===== src/rtl/bcd_pkg.sv =====
// Shared constants, FSM state type and the per-digit dabble correction
// for the BCD-to-binary reverse double-dabble converter.
package bcd_pkg;

    localparam int DEFAULT_DIGITS = 3;
    localparam int DEFAULT_BIN_W  = 10;

    typedef enum logic [1:0] {
        IDLE  = 2'd0,
        SHIFT = 2'd1,
        DONE  = 2'd2
    } state_t;

    // Undo the doubling a BCD digit received on the forward dabble.
    function automatic logic [3:0] dabble_adjust(input logic [3:0] nibble);
        return (nibble >= 4'd8) ? (nibble - 4'd3) : nibble;
    endfunction

endpackage


===== src/rtl/bcd2binary_reverse_dabble_if.sv =====
// Request/result handshake bundle for bcd2binary_reverse_dabble.
// master = requester/consumer side, slave = converter side.
interface bcd2binary_reverse_dabble_if #(
    parameter int DIGITS = bcd_pkg::DEFAULT_DIGITS,
    parameter int BIN_W  = bcd_pkg::DEFAULT_BIN_W
) ();
    logic                  in_valid;
    logic                  in_ready;
    logic [4*DIGITS-1:0]   in_bcd;
    logic                  out_valid;
    logic                  out_ready;
    logic [BIN_W-1:0]      out_binary;
    logic                  out_err;

    modport master (
        output in_valid, in_bcd, out_ready,
        input  in_ready, out_valid, out_binary, out_err
    );

    modport slave (
        input  in_valid, in_bcd, out_ready,
        output in_ready, out_valid, out_binary, out_err
    );
endinterface


===== src/rtl/bcd_digit_adjust.sv =====
// One BCD digit of the reverse-dabble step: values of 8 or more lose 3.
module bcd_digit_adjust
    import bcd_pkg::*;
(
    input  logic [3:0] i_nibble,
    output logic [3:0] o_nibble
);
    assign o_nibble = dabble_adjust(i_nibble);
endmodule


===== src/rtl/bcd2binary_reverse_dabble.sv =====
// Sequential BCD-to-binary converter using reverse double dabble, one bit per cycle.
// Optional macro BCD2BIN_ERR_CHECK_EN: reject requests containing nibbles > 9.
module bcd2binary_reverse_dabble
    import bcd_pkg::*;
#(
    parameter int DIGITS = DEFAULT_DIGITS,
    parameter int BIN_W  = DEFAULT_BIN_W
) (
    input  logic                              clk,
    input  logic                              reset,
    bcd2binary_reverse_dabble_if.slave        bus
);
    localparam int BCD_W = 4 * DIGITS;
    localparam int SCR_W = BCD_W + BIN_W;
    localparam int CNT_W = $clog2(BIN_W + 1);
    localparam logic [CNT_W-1:0] LAST_CNT = CNT_W'(BIN_W);

    state_t             r_state;
    state_t             w_state_nxt;
    logic [SCR_W-1:0]   r_scratch;
    logic [SCR_W-1:0]   w_scratch_nxt;
    logic [SCR_W-1:0]   w_shifted;
    logic [SCR_W-1:0]   w_adjusted;
    logic [CNT_W-1:0]   r_cnt;
    logic [CNT_W-1:0]   w_cnt_nxt;
    logic               r_in_ready;
    logic               r_out_valid;
    logic               r_err;
    logic               w_err_nxt;
    logic               w_bad;

    assign w_shifted                = r_scratch >> 1;
    assign w_adjusted[BIN_W-1:0]    = w_shifted[BIN_W-1:0];

    for (genvar g = 0; g < DIGITS; g++) begin : g_adj
        bcd_digit_adjust u_adj (
            .i_nibble (w_shifted [BIN_W + 4*g +: 4]),
            .o_nibble (w_adjusted[BIN_W + 4*g +: 4])
        );
    end

`ifdef BCD2BIN_ERR_CHECK_EN
    // Flag any request nibble outside 0..9.
    always_comb begin
        w_bad = 1'b0;
        for (int d = 0; d < DIGITS; d++) begin
            w_bad = w_bad | (bus.in_bcd[4*d +: 4] > 4'd9);
        end
    end
`else
    assign w_bad = 1'b0;
`endif

    // Next-state, scratch and counter update. The counter runs to BIN_W so the
    // last SHIFT cycle only hands over to DONE, giving a BIN_W+1 edge latency.
    always_comb begin
        w_state_nxt   = r_state;
        w_scratch_nxt = r_scratch;
        w_cnt_nxt     = r_cnt;
        w_err_nxt     = r_err;
        case (r_state)
            IDLE: begin
                if (bus.in_valid && w_bad) begin
                    w_state_nxt   = DONE;
                    w_scratch_nxt = {SCR_W{1'b0}};
                    w_cnt_nxt     = {CNT_W{1'b0}};
                    w_err_nxt     = 1'b1;
                end else if (bus.in_valid) begin
                    w_state_nxt   = SHIFT;
                    w_scratch_nxt = {bus.in_bcd, {BIN_W{1'b0}}};
                    w_cnt_nxt     = {CNT_W{1'b0}};
                    w_err_nxt     = 1'b0;
                end else begin
                    w_state_nxt   = IDLE;
                end
            end
            SHIFT: begin
                if (r_cnt == LAST_CNT) begin
                    w_state_nxt   = DONE;
                end else begin
                    w_scratch_nxt = w_adjusted;
                    w_cnt_nxt     = r_cnt + CNT_W'(1);
                end
            end
            DONE: begin
                if (bus.out_ready) begin
                    w_state_nxt = IDLE;
                end else begin
                    w_state_nxt = DONE;
                end
            end
            default: begin
                w_state_nxt = IDLE;
            end
        endcase
    end

    // State and datapath registers; handshake flags registered from next state.
    always_ff @(posedge clk) begin
        if (reset) begin
            r_state     <= IDLE;
            r_scratch   <= {SCR_W{1'b0}};
            r_cnt       <= {CNT_W{1'b0}};
            r_err       <= 1'b0;
            r_in_ready  <= 1'b1;
            r_out_valid <= 1'b0;
        end else begin
            r_state     <= w_state_nxt;
            r_scratch   <= w_scratch_nxt;
            r_cnt       <= w_cnt_nxt;
            r_err       <= w_err_nxt;
            r_in_ready  <= (w_state_nxt == IDLE);
            r_out_valid <= (w_state_nxt == DONE);
        end
    end

    assign bus.in_ready   = r_in_ready;
    assign bus.out_valid  = r_out_valid;
    assign bus.out_binary = r_scratch[BIN_W-1:0];
    assign bus.out_err    = r_err;

endmodule


===== src/flat_wrapper.sv =====
// flat-port wrapper written by rule: the top's interface ports become plain ports
module bcd2binary_reverse_dabble_flat import bcd_pkg::*;
#(
    parameter int DIGITS = DEFAULT_DIGITS,
    parameter int BIN_W  = DEFAULT_BIN_W
)
  (clk, reset, bus_in_valid, bus_in_bcd, bus_out_ready, bus_in_ready, bus_out_valid, bus_out_binary, bus_out_err);
  bcd2binary_reverse_dabble_if #(.DIGITS(DIGITS), .BIN_W(BIN_W)) bus_i ();
  input  logic clk;
  input  logic reset;
  input wire logic [$bits(bus_i.in_valid)-1:0] bus_in_valid;
  input wire logic [$bits(bus_i.in_bcd)-1:0] bus_in_bcd;
  input wire logic [$bits(bus_i.out_ready)-1:0] bus_out_ready;
  output wire logic [$bits(bus_i.in_ready)-1:0] bus_in_ready;
  output wire logic [$bits(bus_i.out_valid)-1:0] bus_out_valid;
  output wire logic [$bits(bus_i.out_binary)-1:0] bus_out_binary;
  output wire logic [$bits(bus_i.out_err)-1:0] bus_out_err;
  assign bus_i.in_valid = bus_in_valid;
  assign bus_i.in_bcd = bus_in_bcd;
  assign bus_i.out_ready = bus_out_ready;
  assign bus_in_ready = bus_i.in_ready;
  assign bus_out_valid = bus_i.out_valid;
  assign bus_out_binary = bus_i.out_binary;
  assign bus_out_err = bus_i.out_err;
  bcd2binary_reverse_dabble #(.DIGITS(DIGITS), .BIN_W(BIN_W)) u_core (.clk(clk), .reset(reset), .bus(bus_i));
endmodule

===== config.mk =====
export PLATFORM = sky130hd
export DESIGN_NAME = bcd2binary_reverse_dabble_flat
export DESIGN_NICKNAME = d
export VERILOG_FILES = /design/src/rtl/bcd_pkg.sv /design/src/rtl/bcd2binary_reverse_dabble_if.sv /design/src/rtl/bcd_digit_adjust.sv /design/src/rtl/bcd2binary_reverse_dabble.sv /design/src/flat_wrapper.sv
export SDC_FILE = /design/constraint.sdc
export NUM_CORES = 1
export LEC_CHECK = 0
export CAP_MARGIN = 20
export CORE_MARGIN = 10
export CORE_UTILIZATION = 40
export CTS_BUF_LIST = sky130_fd_sc_hd__clkbuf_16
export DETAILED_ROUTE_END_ITERATION = 8
export MAX_ROUTING_LAYER = met4
export PLACE_DENSITY = 0.67
export SLEW_MARGIN = 40
export SYNTH_ARGS = -nofsm -noshare
export SYNTH_HDL_FRONTEND = slang
export SYNTH_SLANG_ARGS = --single-unit

===== constraint.sdc =====
create_clock -name clk -period 1.7 [get_ports clk]
set_clock_uncertainty 0.15 [all_clocks]
set_input_delay 0.17 -clock clk [delete_from_list [all_inputs] [get_ports clk]]
set_output_delay 0.17 -clock clk [all_outputs]
set_load 0.05 [all_outputs]

## Word-level counts from Yosys, hierarchy flattened

Index checks and enable logic that the tools add are counted.

- Register bits after elaboration: 30
- Input bits: 16
- Output and inout port bits: 13
- Logic and storage cells: 35

- Add/sub/neg operators: 4
- $lt $le $gt $ge: 3
- Eq/ne operators: 6
- Muxes and demuxes: 13
- Reduce and logical (&&, ||, !) cells: 4

Operators by type and width:

| cell | number |
|---|---|
| $mux W22 | 2 |
| $pmux W22 S2 | 1 |
| $mux W4 | 5 |
| $ge A4 B4 Y1 const B | 2 |
| $pmux W4 S2 | 1 |
| $sub A4 B2 Y4 const B | 2 |
| $pmux W2 S3 | 1 |
| $add A4 B1 Y4 const B | 1 |
| $eq A2 B2 Y1 const B | 2 |
| $eq A4 B4 Y1 const B | 1 |
| $ge A3 B4 Y1 const B | 1 |
| $logic_not A2 Y1 | 2 |
| $mux W2 | 2 |
| $ne A2 B2 Y1 const B | 2 |
| $sub A3 B2 Y4 const B | 1 |
| $reduce_and A3 Y1 | 1 |
| $eq A2 B1 Y1 const B | 1 |
| $reduce_bool A2 Y1 | 1 |
| $mux W1 | 1 |

## Depth between registers and ports, before layout

Gate-level depths: netlist (run 1).

- Depth in word-level cells: 4
- Mapped depth: 7
- Mapped depth without buffers: 6

## Cells and area by module

A second synthesis (run 1) with hierarchy kept.

- Cells, all modules: 185
- Area total of the unflattened synthesis: 1664.1 um2

Modules (own cells, without submodules):

| module | times used | cells each | area each (um2) |
|---|---|---|---|
| bcd2binary_reverse_dabble | 1 | 152 | 1435.1 |
| bcd_digit_adjust | 3 | 11 | 76.3 |

## Least setup slack after synthesis (run 1)

No wires, ideal clock.

- Path type: register to register
- Start: register u_core.r_cnt[0]
- End: register u_core.r_cnt[1]
- Setup time: 0.070 ns
- Arrival time: 1.422 ns
- Slack: 0.057 ns
- Stages on the path, launching flop included: 7
- Buffers on the path: 0
- Cells stage by stage: dfxtp_1 -> inv_1 -> ha_1 -> and3b_4 -> a21o_1 -> or3_1 -> a21oi_1

- Longest elaborated chain between the ends: 3

RTL lines:

| what | line | RTL |
|---|---|---|
| from (decl) | bcd2binary_reverse_dabble.sv:24 | `logic [CNT_W-1:0] r_cnt;` |
| from (signal assigned) | bcd2binary_reverse_dabble.sv:103 | `r_cnt <= {CNT_W{1'b0}};` |
| from (signal assigned) | bcd2binary_reverse_dabble.sv:110 | `r_cnt <= w_cnt_nxt;` |
| $add A4 B1 Y4 / $eq A4 B4 Y1 (equally long branches) | bcd2binary_reverse_dabble.sv:82, bcd2binary_reverse_dabble.sv:78 |  |
| $mux W4 / $ne A2 B2 Y1 (equally long branches) | n/a |  |
| $pmux W4 S2 / $reduce_and A3 Y1 (equally long branches) | n/a |  |

Several ways; a longest one is shown, not always the timed one. The select of a mux whose other input is x is not followed.
A chain may end at the register's enable or synchronous reset.

## Worst setup path after layout (run 1)

Same ends and word-level chain as after synthesis.

==> results of run 1 <==
==> metrics by stage <==
step           area [um2]  setup WS [ns]   TNS, ns  util (%)  hold WS [ns]
3_3_place_gp         1720         0.0418         0      50.2         0.292
5_1_grt              1910        -0.0107   -0.0152      56.0         0.325
3_5_place_dp         1720       -0.00896  -0.00896      50.2         0.306
6_report             1910         0.0531         0      56.0         0.311
2_1_floorplan        1460         0.0571         0         -         0.172
4_1_cts              1890         0.0152         0      55.3         0.313
==> what timing repair did <==
item	CTS	global route
buffers inserted	3	1
setup endpoints to repair	1	20
hold buffers	0	0
resized for setup	0	6
pin swaps	0	1
==> worst max-delay path, cell delays in order (launching register included) <==
cell and delay [ns]:
dfxtp_2 0.33, inv_2 0.03, ha_2 0.16, and3b_4 0.19, a21o_1 0.23, or3_4 0.34
a21oi_2 0.15
==> cell type report <==
cell class	instances	area [um2]
fillers	321	1500
multi-input cells	121	716
well taps	46	57.6
inverters	5	18.8
flip-flops and latches	30	602
clock inverters	3	12.5
repair buffers	39	380
clock buffers	5	125
==> kinds of logic after synthesis <==
family | Yosys count | synth area share [%]
and+or+nand+nor | 63 | 19.5
AOI/OAI and AO/OA | 47 | 20.8
DFF | 30 | 41.2
buffers and inverters | 27 | 10.7
adders and majority gates | 6 | 5.15
xor gates and xnor gates | 4 | 2.40
other | 1 | 0.257
==> worst max-delay path by stage <==
stage,startpoint,endpoint,slack [ns],depth (start not counted)
2_1_floorplan,u_core.r_cnt[0],u_core.r_cnt[1],0.06,6
3_3_place_gp,bus_in_valid,u_core.r_scratch[12],0.04,6
3_5_place_dp,bus_in_valid,u_core.r_scratch[12],-0.009,6
4_1_cts,u_core.r_cnt[0],u_core.r_cnt[1],0.02,6
5_1_grt,u_core.r_cnt[0],u_core.r_scratch[16],-0.01,7
6_report,u_core.r_cnt[0],u_core.r_cnt[1],0.05,6
==> state kept, by name (all words and copies together) (netlist names) <==
| signal | cells |
|---|---|
| u_core.r_scratch | 22 |
| u_core.r_state | 2 |
| u_core.bus.out_valid | 1 |
| u_core.r_cnt | 4 |
| u_core.bus.in_ready | 1 |
==> routing by layer <==
layer	global-route usage, %	part of all wire, %	vias to the layer above
li1	-	-	645
met1	12.3	42	583
met2	17.2	48	37
met3	4.90	7.4	7
met4	4.75	1.8	0
met5	-	0	-
==> placed cells by master (no fill, tap or decap), drive strengths merged <==
cell	instances
a211o	2
a211oi	1
a21o	2
a21oi	25
a311oi	5
a31oi	1
and2b	1
and3b	1
buf	24
clkbuf	5
clkdlybuf4s50	15
clkinv	2
conb	1
dfxtp	30
ha	6
inv	6
nand2	33
nand2b	1
nand3	11
nand3b	1
nand4	1
nor2	10
nor2b	2
o211ai	6
o21ai	4
o21bai	1
or3	1
or3b	1
xnor2	4
==> power breakdown <==
group / leakage, nW / internal, mW / switching [mW]
logic: 0.432 / 0.130 / 0.131
clock network: 0.0724 / 0.526 / 0.290
registers: 0.246 / 0.738 / 0.0292
total: 0.749 / 1.39 / 0.450
==> metrics.md, run 1 <==
| Metric | Value |
|---|---|
| Run status | completed |
| Vias in the first global route | 1210 |
| Synthesized area | 1460 um2 |
| DRC | 0 |
| Initial Util | 42.7% |
| Latest clock arrival within the worst-skew pair | ~0.28 ns |
| Tot Pwr | approximately 1.8 mW |
| Startpoint class of the critical path | flop |
| P&R area growth vs syn | 31.2% |
| Worst Min Path Start | u_core.r_scratch[0] |
| Clock root cell | clkbuf_16 |
| Wire per inst | 13.5 um |
| Final ANT Viol Nets | 0 |
| Distinct cells, synth | 30 |
| Initial DRC count | 158 |
| GRT Total Usage | approximately 11% |
| Die ar. | around 6500 um2 |
| Top_reg_cell synth | dfxtp_1 |
| Vias per cell | 5.11 |
| Crit Path Max Fanout | 4 |
| HPWL Detailed | 2.31 mm |
| Count leader, synth | nand2_1 |
| CP required | 1.75 ns |
| Yosys top cell area share | slightly above 40% |
| Synth async-reset ratio | 0% |
| Post-Layout Cell Count | 249 |
| Synth top area cells | dfxtp_1, nand2_1, a21oi_1, buf_4, ha_1 |
| RR Startpoint | u_core.r_cnt[0] |
| Worst Hold Path Cells | 2 |
| GPL Wtd Cong | around 0.8 |
| Syn Nets | 200 |
| Avg Inst Size Synth | 8.19 um2 |
| H-tree depth | 2 |
| First-pass GRT wire length | between 5 and 6 mm |
| Fin nets | 224 |
| Final Cycle Share | between 90% and 100% |
| Worst r2r path cells | 6 |
| I/O pin count | 29 |
| Share of cells above drive strength 1 | 19.7% |
| Row cnt | 21 |
| # port buffers | 27 |
| Setup Viol. Count Final | 0 |
| Yosys warns | 0 |
| Slew Limit Fails | 0 |
| Tmin final | approximately 1.6 ns |
| Post-synth top cells | nand2_1, dfxtp_1, a21oi_1, buf_4, nand3_1 |
| Initial antenna violation count | 0 |
| Power Dens Cells | 964 nW/um2 |
| Post-synthesis register bit count | 30 |
| TritonCTS Buffers | 5 |
| Largest net degree at the start of global routing | 31 |
| N_diodes | 0 |
| Static leakage | 0.749 nW |
| Crit path DAT | around 1.7 ns |
| Clk buf depth | 2 |
| Clock sinks | 30 |
| Max Cap Violations | 0 |
| Clock slew at reported path FFs | ~0.05 ns |
| Drt first pass iters | 4 |
| Routed WL | 3.36 mm |
| Number of flops mapped to enable cells by yosys | 0 |
| CP Capture Type | flop |
| RSZ-0062 raised after global routing | true |
| FF-to-FF setup slack | 0.05 ns |
| CP Class | flop to flop |
| VDD IR max | 0.621 mV |
| FF-to-FF End | u_core.r_cnt[1] |
| Highest clock rate | slightly above 0.6 GHz |
| Register area share after synthesis | 41.2% |
| Routed vias | 1272 |
| Placed cell count | 237 |
| Die Y | 80.4 um |
| Class of the worst hold path | flop to flop |
| Final hold viol count | 0 |
| Worst Hold End | u_core.r_scratch[0] |
| Global route overflow | 0 |
| Synth Instances | 178 |
| Width of the die | ~80 um |
| Post-synth top area cell | dfxtp_1 |
| CORE AREA | 3420 um2 |
| CTS tree | built |
Note: power is estimated with default switching activity, not from simulation.
==> run 2, diff against run 1 <==
Settings changed: CTS_CLUSTER_DIAMETER set to 150.
==> results of run 2 <==
The final DEF is identical to that of run 1; final timing and power are the same.
==> run 3, diff against run 2 <==
Settings changed: CORE_UTILIZATION 40 to 45, PLACE_DENSITY 0.67 to 0.74, SLEW_MARGIN 40 to not set.
==> run 3 against run 2 <==
Via count down 2.0%. Critical path depth up 1. Worst hold slack lost 0.0070 ns. Flip-flop and latch count did not move. Sequential share of layout area is 1.0 points higher. Clock-buffer cell count unchanged. Total power is 0.89% lower. Sequential power about the same. Largest cell class unchanged.
==> metrics.md, run 3 (same netlist as run 1, synthesis figures left out) <==
| Metric | Value |
|---|---|
| VDD IR max | just over 0.6 mV |
| Most common library cell in the layout ignoring fill and taps | nand2_1 |
| Final hold viol count | 0 |
| P&R area growth vs syn | 27.0% |
| Startpoint class of the critical path | flop |
| Cell Area, Placed | 1710 um2 |
| Drt first pass iters | 4 |
| Routed WL | 3.26 mm |
| Reg with most FFs | u_core.r_scratch |
| Setup ws final | 0.0716 ns |
| Max Cap Violations | 0 |
| CORE AREA | 3080 um2 |
| Fin nets | roughly 220 |
| Clock sinks | 30 |
| GRT Total Usage | 11.4% |
| Fin util | 60.1% |
| Static leakage | 0.726 nW |
| Tot Pwr | 1.83 mW |
| Global route overflow | 0 |
| Row cnt | 20 |
| Final Hold Slack | 0.304 ns |
| Die Y | 76.9 um |
| Vias per cell | 5.11 |
| Max FFs per register | 22 |
| Top flop regs | u_core.r_scratch (22), u_core.r_cnt (4), u_core.r_state (2) |
| Class of the worst hold path | flop to flop |
| Post-Layout Cell Count | ~240 |
| Clk buf depth | 2 |
| Highest clock rate | 0.614 GHz |
| Initial Util | a little under half |
| Initial DRC count | 62 |
| CP required | 1.73 ns |
| Setup Viol. Count Final | 0 |
| Share of cells above drive strength 1 | 16.0% |
| Commonest non-fill, non-tap cells in the layout | nand2_1, dfxtp_1, a21oi_1 |
| CP Class | flop to flop |
| H-tree depth | 2 |
| Crit path DAT | 1.65 ns |
| # port buffers | 27 |
| Slew Limit Fails | 0 |
| Latest clock arrival within the worst-skew pair | 0.27 ns |
| First-pass GRT wire length | 5.33 mm |
| Final Cell Area | 1850 um2 |
| Largest net degree at the start of global routing | 31 |
| Grt met1 use | 11.3% |
| Setup TNS | 0 ns |
| DRC | 0 |
| Crit Path Max Fanout | 15 |
| N_diodes | 0 |
| Resized cells post-CTS | 0 |
| Dpl ws | around 0.026 ns |
| Post-CTS Hold Fix Bufs | 0 |
| Filler instances | 292 |
| Placed cell count | 236 |
| Power Dens Cells | 987 nW/um2 |
| Die ar. | 5920 um2 |
| Post-CTS Setup Bufs | 0 |
| Met2 usage | 18.9% |
| Wire per inst | about 13 um |
| Gr busiest metal | met2 |
| Final ANT Viol Nets | 0 |
| Final Cycle Share | 95.8% |
| Vias in the first global route | 1199 |
| Initial antenna violation count | 0 |
| HPWL Detailed | 2.30 mm |
| RSZ-0062 raised after global routing | false |
| Clock root cell | clkbuf_16 |
| Met3 Track Usage GR | 5.01% |
| Clock slew at reported path FFs | 0.05 ns |
| Tmin final | 1.63 ns |
| Routed vias | 1247 |
| Width of the die | 76.9 um |
| CP Capture Type | flop |
| FF-to-FF setup slack | 0.07 ns |
| CTS tree | built |
| Run status | completed |
| I/O pin count | 29 |
| TritonCTS Buffers | 5 |
| GPL Wtd Cong | 0.781 |
run 3: report_power, final:
group / internal, mW / leakage [nW] / switching, mW
clock: 0.526 / 0.0724 / 0.290
sequential: 0.738 / 0.246 / 0.0292
combinational: 0.116 / 0.408 / 0.127
run 3: path summary, 6_finish.rpt:
kind,from,to,cells past startpoint
worst max register to register,u_core.r_cnt[0],u_core.r_scratch[19],7
worst min register to register,u_core.r_scratch[10],u_core.r_scratch[10],2
worst min-delay path,u_core.r_scratch[10],u_core.r_scratch[10],2
worst max-delay path,u_core.r_cnt[0],u_core.r_scratch[19],7
run 3: area by class of cell:
type                            count  area (um2)  share of cell area [%]
Clock inverter                      3        12.5                   0.676
Timing Repair Buffer               36         337                    18.2
Sequential cell                    30         602                    32.5
Multi-Input combinational cell    121         701                    37.9
Tap cell                           44        55.1                    2.97
Clock buffer                        5         125                    6.76
Inverter                            5        18.8                    1.01
run 3: critical path, stage by stage, from the launching register on:
cell	delay, ns
dfxtp_2	0.32
inv_1	0.04
ha_1	0.18
and3b_4	0.19
a21oi_4	0.18
buf_12	0.16
nor2_1	0.05
a311oi_1	0.25
run 3: layer usage:
layer  part of all wire [%]  wire [um]  vias up
li1                       -          -      636
met3                    4.9        159        6
met4                    1.8         58        0
met1                     44       1450      578
met5                      0          0        -
met2                     49       1600       27
